**config.mk**
```make
export PLATFORM = sky130hd
export DESIGN_NAME = softmax_out_writer
export DESIGN_NICKNAME = d
export VERILOG_FILES = /design/src/rtl/softmax_out_writer_pkg.sv /design/src/rtl/softmax_wb_fifo.sv /design/src/rtl/softmax_out_writer.sv
export SDC_FILE = /design/constraint.sdc
export NUM_CORES = 1
export LEC_CHECK = 0
export BUFFER_PORTS_ARGS = -buffer_cell sky130_fd_sc_hd__buf_2
export CORE_MARGIN = 2
export CORE_UTILIZATION = 38
export CTS_CLUSTER_SIZE = 40
export DETAILED_ROUTE_END_ITERATION = 10
export HOLD_SLACK_MARGIN = 0.15
export PLACE_DENSITY_LB_ADDON = 0.15
export SLEW_MARGIN = 25
export SYNTH_ARGS = -nofsm -noshare
export SYNTH_HDL_FRONTEND = slang
export SYNTH_SLANG_ARGS = --single-unit
```
**constraint.sdc**
```tcl
create_clock -name clk -period 4.2 [get_ports clk]
set_input_delay 0.84 -clock clk [delete_from_list [all_inputs] [get_ports clk]]
set_output_delay 0.84 -clock clk [all_outputs]
set_load 0.005 [all_outputs]
```
**src/rtl/softmax_out_writer_pkg.sv**
```systemverilog
// softmax_out_writer_pkg: shared widths, FSM states and lane-sum helper for the softmax writeback stage
package softmax_out_writer_pkg;
    localparam int DATAWIDTH = 16;
    localparam int NUM = 4;
    localparam int ADDRSIZE = 8;
    localparam int WORDW = DATAWIDTH * NUM;
    localparam int CSUM_W = DATAWIDTH + 8;
    typedef enum logic [1:0] {
        IDLE = 2'd0,
        RUN = 2'd1,
        FINISH = 2'd2
    } state_t;
    function automatic logic [CSUM_W-1:0] lane_sum(input logic [WORDW-1:0] w);
        lane_sum = '0;
        for (int k = 0; k < NUM; k++) lane_sum += CSUM_W'(w[k*DATAWIDTH +: DATAWIDTH]);
    endfunction
endpackage

```
**src/rtl/softmax_wb_fifo.sv**
```systemverilog
// softmax_wb_fifo: synchronous beat FIFO; push and pop together while full is legal
module softmax_wb_fifo #(
    parameter int W = 64,
    parameter int DEPTH = 4
) (
    input  logic         clk,
    input  logic         reset,
    input  logic         push,
    input  logic         pop,
    input  logic [W-1:0] din,
    output logic         full,
    output logic         empty,
    output logic [W-1:0] head
);
    localparam int AW = $clog2(DEPTH);
    logic [W-1:0] mem [DEPTH];
    logic [AW-1:0] rd_ptr, wr_ptr;
    logic [AW:0] count;
    assign full = count == (AW+1)'(DEPTH);
    assign empty = count == '0;
    assign head = mem[rd_ptr];
    // storage and pointers; reset clears storage so the head reads zero
    always_ff @(posedge clk) begin
        if (reset) begin
            rd_ptr <= '0;
            wr_ptr <= '0;
            count <= '0;
            for (int i = 0; i < DEPTH; i++) mem[i] <= '0;
        end else begin
            if (push) begin
                mem[wr_ptr] <= din;
                wr_ptr <= wr_ptr + AW'(1);
            end
            if (pop) rd_ptr <= rd_ptr + AW'(1);
            count <= count + (AW+1)'(push) - (AW+1)'(pop);
        end
    end
endmodule

```
**src/rtl/softmax_out_writer.sv**
```systemverilog
// softmax_out_writer: packs 4-lane softmax beats and writes them to sequential output memory; SOFTMAX_WB_CHECKSUM_EN adds a lane-sum checksum
module softmax_out_writer
    import softmax_out_writer_pkg::*;
#(
    parameter int FIFO_DEPTH = 4
) (
    input  logic                 clk,
    input  logic                 reset,
    input  logic                 start,
    input  logic [ADDRSIZE-1:0]  out_base,
    input  logic [ADDRSIZE-1:0]  num_words,
    input  logic                 in_valid,
    input  logic [DATAWIDTH-1:0] in0,
    input  logic [DATAWIDTH-1:0] in1,
    input  logic [DATAWIDTH-1:0] in2,
    input  logic [DATAWIDTH-1:0] in3,
    output logic                 wr_en,
    output logic [ADDRSIZE-1:0]  wr_addr,
    output logic [WORDW-1:0]     wr_data,
    input  logic                 wr_ready,
    output logic                 busy,
    output logic                 finish,
    output logic                 overflow
`ifdef SOFTMAX_WB_CHECKSUM_EN
    , output logic [CSUM_W-1:0]  checksum
`endif
);
    state_t state, state_nx;
    logic [ADDRSIZE-1:0] base, nw, rx_cnt, wcnt;
    logic start_ok, accept, push, pop, full, empty;
    logic [WORDW-1:0] head;

    softmax_wb_fifo #(.W(WORDW), .DEPTH(FIFO_DEPTH)) u_fifo (
        .clk(clk),
        .reset(reset),
        .push(push),
        .pop(pop),
        .din({in3, in2, in1, in0}),
        .full(full),
        .empty(empty),
        .head(head)
    );

    // next state, push/pop decisions and write-port outputs
    always_comb begin
        state_nx = state;
        start_ok = state == IDLE && start;
        accept = state == RUN && in_valid && rx_cnt != nw;
        pop = !empty && wr_ready;
        push = accept && (!full || pop);
        wr_en = !empty;
        wr_data = head;
        wr_addr = base + wcnt;
        busy = state == RUN;
        finish = state == FINISH;
        state_nx = start_ok ? (num_words == '0 ? FINISH : RUN)
                 : (state == RUN && rx_cnt == nw && empty) ? FINISH
                 : state == FINISH ? IDLE : state;
    end

    // state register
    always_ff @(posedge clk) begin
        if (reset) state <= IDLE;
        else state <= state_nx;
    end

    // run parameters, beat/word counters and sticky drop flag
    always_ff @(posedge clk) begin
        if (reset) begin
            base <= '0;
            nw <= '0;
            rx_cnt <= '0;
            wcnt <= '0;
            overflow <= 1'b0;
        end else if (start_ok) begin
            base <= out_base;
            nw <= num_words;
            rx_cnt <= '0;
            wcnt <= '0;
            overflow <= 1'b0;
        end else begin
            if (accept) rx_cnt <= rx_cnt + ADDRSIZE'(1);
            if (accept && !push) overflow <= 1'b1;
            if (pop) wcnt <= wcnt + ADDRSIZE'(1);
        end
    end

`ifdef SOFTMAX_WB_CHECKSUM_EN
    // running sum of all lanes of every word handed to memory
    always_ff @(posedge clk) begin
        if (reset || start_ok) checksum <= '0;
        else if (pop) checksum <= checksum + lane_sum(head);
    end
`endif
endmodule

```
==> run_results.csv <==
group,metric,value,unit
setup_path,crit_fanout,34,
setup_path,path_class,"reg2out",
timing,setup_tns,0,ns
grt,grt_pass1_wl,47800,um
timing,max_clock_freq,305,MHz
timing,hold_ws,0.461,ns
logic_synthesis,synth_cell_types,51,
logic_synthesis,async_reset_ff_share,0,%
logic_synthesis,synth_nets,1070,
clocking,cts.sinks,300,
route,met1_length,13800,um
clocking,clk_pin_slew,0.06,ns
logic_synthesis,syn_area,13100,um^2
route,vias,8082,
grt,grt_pass1_vias,8390,
clocking,cts_tree,"done",
placement,io_buffers,160,
logic_synthesis,synth_seq_cells,300,
route,wl_per_cell,19.2,um
clocking,htreeDepth,2,
logic_synthesis,synth_edf_count,256,
placement,place_area,14400,um^2
power_and_ir_drop,p_clk_share,37.1,%
grt,grt.overflow.total,0,
route,top_layer_used,"met5",
cells_and_area,drive_gt1_share,26.7,%
logic_synthesis,synthFlopType,"edfxtp_1",
die,pin_count,161,
status,status,"complete, no violations",
logic_synthesis,postSynthCellCount,972,
power_and_ir_drop,power.density,512,nW/um^2
die,die_h,190,um
clocking,insertion_delay,0.52,ns
die,start_util,38.2,%
setup_path,required,3.36,ns
route,drtIter0Drc,460,
cells_and_area,fin_nets,1226,
timing,worstMarginPinSlew,0.889,ns
logic_synthesis,synth_seq_area_share,65.4,%
placement,post-dp-hpwl,18000,um
cells_and_area,syn_to_final_growth,19.0,%
die,num_rows,68,
setup_path,cp-start-kind,"register",
route,drcViolationCount,0,
route,ant_nets,0,
placement,gp_congestion,0.734,
timing,period_share,77.9,%
die,core,34300,um^2
grt,antenna_found_initial,5,
power_and_ir_drop,internal_power,5.89,mW
route,dr_wl_met3,1640,um
logic_synthesis,ys_warn_count,0,
timing,min_period,3.27,ns
timing,maxSlewHeadroom,40.7,%
grt,grt.total_usage,17.4,%
timing,setup_viol,0,
clocking,root_buffer,"clkbuf_16",
die,dieWidth,190,um
grt,grt_max_degree,66,
clocking,cts_inserted_buffers,36,
power_and_ir_drop,p_sw_share,26.2,%
power_and_ir_drop,pwr-share-comb,17.8,%
route,vias_per_cell,5.01,
logic_synthesis,syn_area_per_cell,13.5,um^2
power_and_ir_drop,leakage,5.81,nW
setup_path,end_kind,"output pin",
power_and_ir_drop,p_sw,2.09,mW
timing,slew_violations,0,
power_and_ir_drop,peakVddDrop,0.290,mV
setup_path,arrival,2.43,ns
timing,fin_skew,0.0169,ns
die,die-area,36000,um^2
route,dr.pass1.iters,5,
route,route.met2.wl,14800,um
clocking,cts_hold_buf,0,
route,routed_wl,31000,um
clocking,cts_buffer_depth,3,
flow_run,cap_violations,0,
clocking,post_cts_buffers,0,
cells_and_area,fin_area,15600,um^2
worst_hold_path,hp-class,"reg2reg",
clocking,cts_resized,0,
timing,rsz0062_at_grt,"false",
timing,hold_viol,0,
power_and_ir_drop,p_seq_share,45.1,%
sequential cells by signal (all words and copies together) (netlist names), named ones only:
| signal | flops |
|---|---|
| base | 8 |
| wcnt | 8 |
| u_fifo.rd_ptr | 2 |
| u_fifo.count | 3 |
| u_fifo.wr_ptr | 2 |
| state | 2 |
| rx_cnt | 8 |
| overflow | 1 |
| u_fifo.mem | 256 |
| nw | 8 |
through the flow:
| step | setup slack, ns | instances | utilization (%) | total power [mW] |
|---|---|---|---|---|
| floorplan | 0.409 | 972 | - | 4.51 |
| global placement | 1.15 | 1544 | 42.1 | 5.11 |
| CTS | 0.821 | 1609 | 45.4 | 8.11 |
| finish | 0.927 | 1613 | 45.5 | 7.98 |
| global route | 0.757 | 1612 | 45.5 | 8.32 |
| detailed placement | 1.13 | 1544 | 42.1 | 5.12 |
cell usage after synthesis, drive strengths merged, types with 3 or more instances:
master    n  area (um^2)
mux2i     7         70.1
xnor2    17          149
nand2   119          447
nor2b     5         31.3
inv      13         48.8
nand3     4         20.0
and2     65          407
edfxtp  256         7690
ha       11          138
o21ai     5         25.0
buf      37          226
nor2    211          792
clkbuf   23         86.3
a21o      3         22.5
nand4     8         50.1
xor2      6         52.6
mux4     64         1440
dfxtp    44          881
a21oi    25          125
nor3      6         30.0
or3       8         50.1
routing by layer:
metal / vias up / track usage (%)
met5: - / 0
li1: 3823 / -
met4: 4 / 5.78
met1: 4009 / 23.1
met2: 198 / 28.8
met3: 48 / 3.30
cell families (layout without fill, tap and decap cells):
family                     count (synthesis)  after routing  share of synthesized area (%)
xor gates and xnor gates                  23             23                           1.54
other                                      0              3                              0
DFF                                      300            300                           65.4
and+or+nand+nor                          437            437                           14.6
AOI/OAI and AO/OA                         53             53                           2.74
buffers and inverters                     74            257                           2.79
muxes                                     72             72                           11.6
adders and majority gates                 13             13                           1.36
power groups by stage:
stage                     sequential (mW)  combinational, mW  clock [mW]
final                                3.60               1.42        2.96
after global routing                 3.63               1.55        3.14
after CTS                            3.64               1.42        3.05
after detailed placement             3.70               1.42           0
after global placement               3.70               1.41           0
after floorplan                      3.53              0.975           0
area by class of cell:
| class | instances | area, um^2 |
|---|---|---|
| Sequential cell | 300 | 8580 |
| Multi-Input combinational cell | 598 | 4250 |
| Inverter | 14 | 52.6 |
| Clock buffer | 48 | 1010 |
| Fill cell | 3170 | 18700 |
| Timing Repair Buffer | 178 | 1010 |
| Clock inverter | 17 | 123 |
| Antenna cell | 3 | 7.51 |
| Tap cell | 455 | 569 |
worst max-delay path, cell delays in order, from the launching register on:
cell     delay, ns
dfxtp_4       0.82
buf_4         0.35
mux4_2        0.57
buf_2         0.15
worst paths after layout:
path | end | depth (start not counted) | slack [ns] | from
setup / recovery | wr_data[12] | 3 | 0.93 | register
setup reg to reg | u_fifo.count[2] | 10 | 1.36 | u_fifo.count[2]
hold / removal | base[4] | 2 | 0.46 | base[4]
hold reg to reg | base[4] | 2 | 0.46 | base[4]
layout by cell type (no fill, tap or decap), drive strengths merged, types with 6 or more instances in the layout:
master,instances
edfxtp,256
xnor2,17
clkbuf,48
and2,65
inv,14
nand2,119
clkinv,15
nand4,8
dfxtp,44
ha,11
a21oi,25
or3,8
nor2,211
buf,178
mux4,64
nor3,6
mux2i,7
xor2,6
(Power assumes the default switching activity.)
